--- src/rtl/fetch_queue.sv ---
// Instruction prefetch FIFO between fetch and decode. It holds {pc, instr} pairs in
// a circular buffer and supports a single-cycle flush for redirects.
module fetch_queue #(
  parameter int DEPTH = 4,
  parameter int CNT_W = 3
) (
  input  logic             clk,
  input  logic             rst,
  input  logic             flush,
  input  logic             in_valid,
  output logic             in_ready,
  input  logic [31:0]      in_pc,
  input  logic [31:0]      in_instr,
  output logic             out_valid,
  input  logic             out_ready,
  output logic [31:0]      out_pc,
  output logic [31:0]      out_instr,
  output logic [CNT_W-1:0] count
);

  localparam int PTR_W = $clog2(DEPTH);

  // Handshake: a pair moves on a rising edge when valid & ready are both high on
  // that side. Ready and valid come only from the registered count, so neither
  // side sees a combinational path from the other. Once a producer raises valid,
  // it holds the pair stable until the transfer happens.
  logic [63:0]      mem [DEPTH];
  logic [PTR_W-1:0] wr_ptr;
  logic [PTR_W-1:0] rd_ptr;
  logic [CNT_W-1:0] cnt;
  logic             push;
  logic             pop;
  logic [63:0]      head;

  assign in_ready  = (cnt != CNT_W'(DEPTH));
  assign out_valid = (cnt != '0);
  assign push      = in_valid & in_ready;
  assign pop       = out_valid & out_ready;
  assign count     = cnt;

  assign head      = mem[rd_ptr];
  // Gate the head so an empty queue shows zeros instead of stale storage.
  assign out_pc    = out_valid ? head[63:32] : 32'd0;
  assign out_instr = out_valid ? head[31:0]  : 32'd0;

  always_ff @(posedge clk or negedge rst) begin
    if (!rst) begin
      wr_ptr <= '0;
      rd_ptr <= '0;
      cnt    <= '0;
    end else if (flush) begin
      wr_ptr <= '0;
      rd_ptr <= '0;
      cnt    <= '0;
    end else begin
      if (push) wr_ptr <= wr_ptr + PTR_W'(1);
      if (pop)  rd_ptr <= rd_ptr + PTR_W'(1);
      case ({push, pop})
        2'b10:   cnt <= cnt + CNT_W'(1);
        2'b01:   cnt <= cnt - CNT_W'(1);
        default: cnt <= cnt;
      endcase
    end
  end

  // Storage is not reset. An entry is read only after it has been written.
  always_ff @(posedge clk) begin
    if (push && !flush && rst) mem[wr_ptr] <= {in_pc, in_instr};
  end

endmodule

--- config.mk ---
export PLATFORM = sky130hd
export DESIGN_NAME = fetch_queue
export DESIGN_NICKNAME = d
export VERILOG_FILES = /design/src/rtl/fetch_queue.sv
export SDC_FILE = /design/constraint.sdc
export NUM_CORES = 1
export LEC_CHECK = 0
export CAP_MARGIN = 20
export CORE_MARGIN = 2
export CORE_UTILIZATION = 40
export CTS_BUF_LIST = sky130_fd_sc_hd__clkbuf_8
export CTS_CLUSTER_DIAMETER = 60
export DETAILED_ROUTE_END_ITERATION = 10
export DONT_BUFFER_PORTS = 1
export HOLD_SLACK_MARGIN = 0.03
export PLACE_DENSITY = 0.64
export SYNTH_ARGS = -nofsm -noshare
export SYNTH_HDL_FRONTEND = slang
export SYNTH_SLANG_ARGS = --single-unit
--- constraint.sdc ---
create_clock -name clk -period 3.43 [get_ports clk]
set_input_delay 0.686 -clock clk [delete_from_list [all_inputs] [get_ports clk]]
set_output_delay 0.686 -clock clk [all_outputs]
set_load 0.01 [all_outputs]
==> reports/qor.yml <==
run_status: "finished, final reports clean"
peakVddDrop_v: 0.0005631
power.density_nw_per_um2: 629.9
clkSlewWorstSetupHoldPaths_ns: 0.06
numCtsBuffers: 43
fill_cells: 2081
core_um2: 25180
vias_per_cell: 5.248
setup_viol_count_final: 0
cellLeakagePower_nw: 3.589
clock_latency_ns: 0.54
cp.arrival_ns: 2.20
mostFrequentLayoutCell: "edfxtp_1"
slowest_delay_ns: 0.76
place_inst: 785
drv_slew: 0
crit_slowest_cell: "dfrtp_4"
clk_path_buf_depth: 3
register_area_um2: 7870
finClkSkew_ns: 0.03050
cap_viol_max_count: 0
total_power_mw: 7.239
grt_pass1_vias: 4988
ys_types: 34
final_cells: 860
crit_path_cell_trace: "buf_12, mux4_2, and2_1"
die-area_um2: 26880
postRouteAntennaNets: 0
ys_seq_elements: 263
netlist_area_um2: 10230
firstDrtPassIters: 4
num_vias: 4513
final.min_clock_period_ns: 2.884
final_cell_mix: "edfxtp_1 (256), mux4_2 (64), and2_1 (64)"
path_class: "register to primary output"
hpwl_mm: 10.95
hold_class: "input pin to register"
wirelength_mm: 18.72
cts_resized: 0
synth_cells: 474
die_h_um: 163.9
place_ws_ns: 0.7522
io_pins: 138
worst_slew_pin_slew_ns: 0.6463
synth_enable_flop_cells: 256
avgRoutedWirePerCell_um: 21.77
rsz0062_at_grt: "false"
post-route-util_pct: 45.63
seq_area_frac_synth_pct: 76.84
cp.required_ns: 2.74
rows: 58
cts_tree: "done"
start_util_pct: 40.63
period_share_pct: 84.09
hold_viol_final: 0
die_w_um: 163.9
max_freq_ghz: 0.3467
grt.total_usage_pct: 14.05
nNetsFinal: 576
setup_slack_ns: 0.5458
yosys_warnings: 0
htreeDepth: 2
synthArstFlopShare_pct: 2.662
cp-start-kind: "register"
gp_congestion: 0.7373
dr.first_iter.drc_count: 250
grt_overflow: 0
ys.flop_type: "edfxtp_1"
cts_sinks: 263
syn_nets: 548
cts_root_buf: "clkbuf_8"
grt_max_degree: 66
port_buffers: 0
drive_gt1_share_pct: 24.72
area_growth_syn_to_layout_pct: 12.30
drc: 0
fin_setup_tns_ns: 0
grt_pass1_wl_mm: 28.18
synth_area_per_cell_um2: 21.59
multi_input_area_um2: 2205
worst_setup_path_end_kind: "primary output"
path_max_fanout: 34
relSlewSlack_pct: 56.92
antenna_found_initial: 0
antenna_cells: 0
==> registers in the layout, summed over array words and instances (netlist names) <==
name,cells
count,3
wr_ptr,2
mem,256
rd_ptr,2
==> layer usage <==
layer  wire length, µm  vias up  GRT usage [%]
met2              9911      147          24.58
met1              7045     2360          16.09
met3              1413       33          5.000
li1                  -     1973              -
met4               349        0          4.585
met5                 0        -              0
==> kinds of logic (layout without fill, tap and decap cells) <==
logic type | Yosys count | in the layout | synth area share, %
simple gates | 90 | 90 | 5.356
flops | 263 | 263 | 76.84
xor+xnor | 3 | 3 | 0.2568
fa+ha+maj | 5 | 5 | 0.6848
mux | 64 | 64 | 14.09
buf+inv | 32 | 88 | 1.724
compound gates | 17 | 17 | 1.052
==> layout make-up <==
| class | count | share of cell area [%] |
|---|---|---|
| Clock buffer | 44 | 5.270 |
| Clock inverter | 29 | 1.753 |
| Inverter | 5 | 0.1633 |
| Multi-Input combinational cell | 179 | 19.19 |
| Sequential cell | 263 | 68.49 |
| Tap cell | 330 | 3.593 |
| Timing Repair Buffer | 10 | 1.546 |
==> path summary, 6_finish.rpt <==
kind | to | cells after the start | slack [ns] | start
max in group asynchronous | rd_ptr[0]$_DFFE_PN0P_ | 1 | 2.65 | rst
min in group asynchronous | count[1]$_DFFE_PN0P_ | 1 | 0.50 | rst
hold reg to reg | wr_ptr[1]$_DFFE_PN0P_ | 2 | 0.60 | wr_ptr[1]$_DFFE_PN0P_
setup reg to reg | mem[0][38]$_DFFE_PP_ | 4 | 0.89 | count[0]$_DFFE_PN0P_
setup / recovery | out_instr[31] | 3 | 0.55 | rd_ptr[1]$_DFFE_PN0P_
hold / removal | wr_ptr[0]$_DFFE_PN0P_ | 1 | 0.23 | flush
==> power by group <==
part           internal [mW]  total (mW)  switching, mW  leakage (nW)
combinational          0.466        1.02          0.553         0.732
clock                   1.41        2.55           1.14         0.455
sequential              3.61        3.67         0.0622          2.40
total                   5.48        7.24           1.75          3.59
==> metrics by stage <==
| step | hold slack (ns) | cell area, µm² |
|---|---|---|
| 2_1_floorplan | 0.3904 | 10230 |
| 3_3_place_gp | 0.3907 | 10650 |
| 3_5_place_dp | 0.3906 | 10650 |
| 4_1_cts | 0.1898 | 11470 |
| 5_1_grt | 0.1976 | 11490 |
| 6_report | 0.2255 | 11490 |
==> critical path: cells and delay by family (launching register included) <==
family	cells	cell delay (ns)
buf+inv	1	0.30
mux	1	0.37
simple gates	1	0.22
flops	1	0.76
==> cells in the mapped netlist, types with 2 or more instances <==
cell      count  area [µm²]
or3_1         2       12.51
buf_4         2       15.01
dfrtp_1       7       175.2
nand3b_1      2       15.01
mux4_2       64        1441
o22ai_1       2       12.51
nand3_1       3       15.01
buf_6         5       56.30
a21oi_1       6       30.03
clkbuf_1     10       37.54
and2_1       68       425.4
inv_1         5       18.77
nor2_1        5       18.77
xor2_1        2       17.52
edfxtp_1    256        7687
nor3b_1       2       15.01
o21ai_0       2       10.01
buf_2         9       45.04
ha_1          4       50.05
nand2b_1      4       25.02
==> timing repair <==
action / CTS / global route
hold buffers: 1 / 0
buffers inserted: 0 / 0
hold endpoints to repair: 7 / 0
Power figures use the tool's default switching activity.
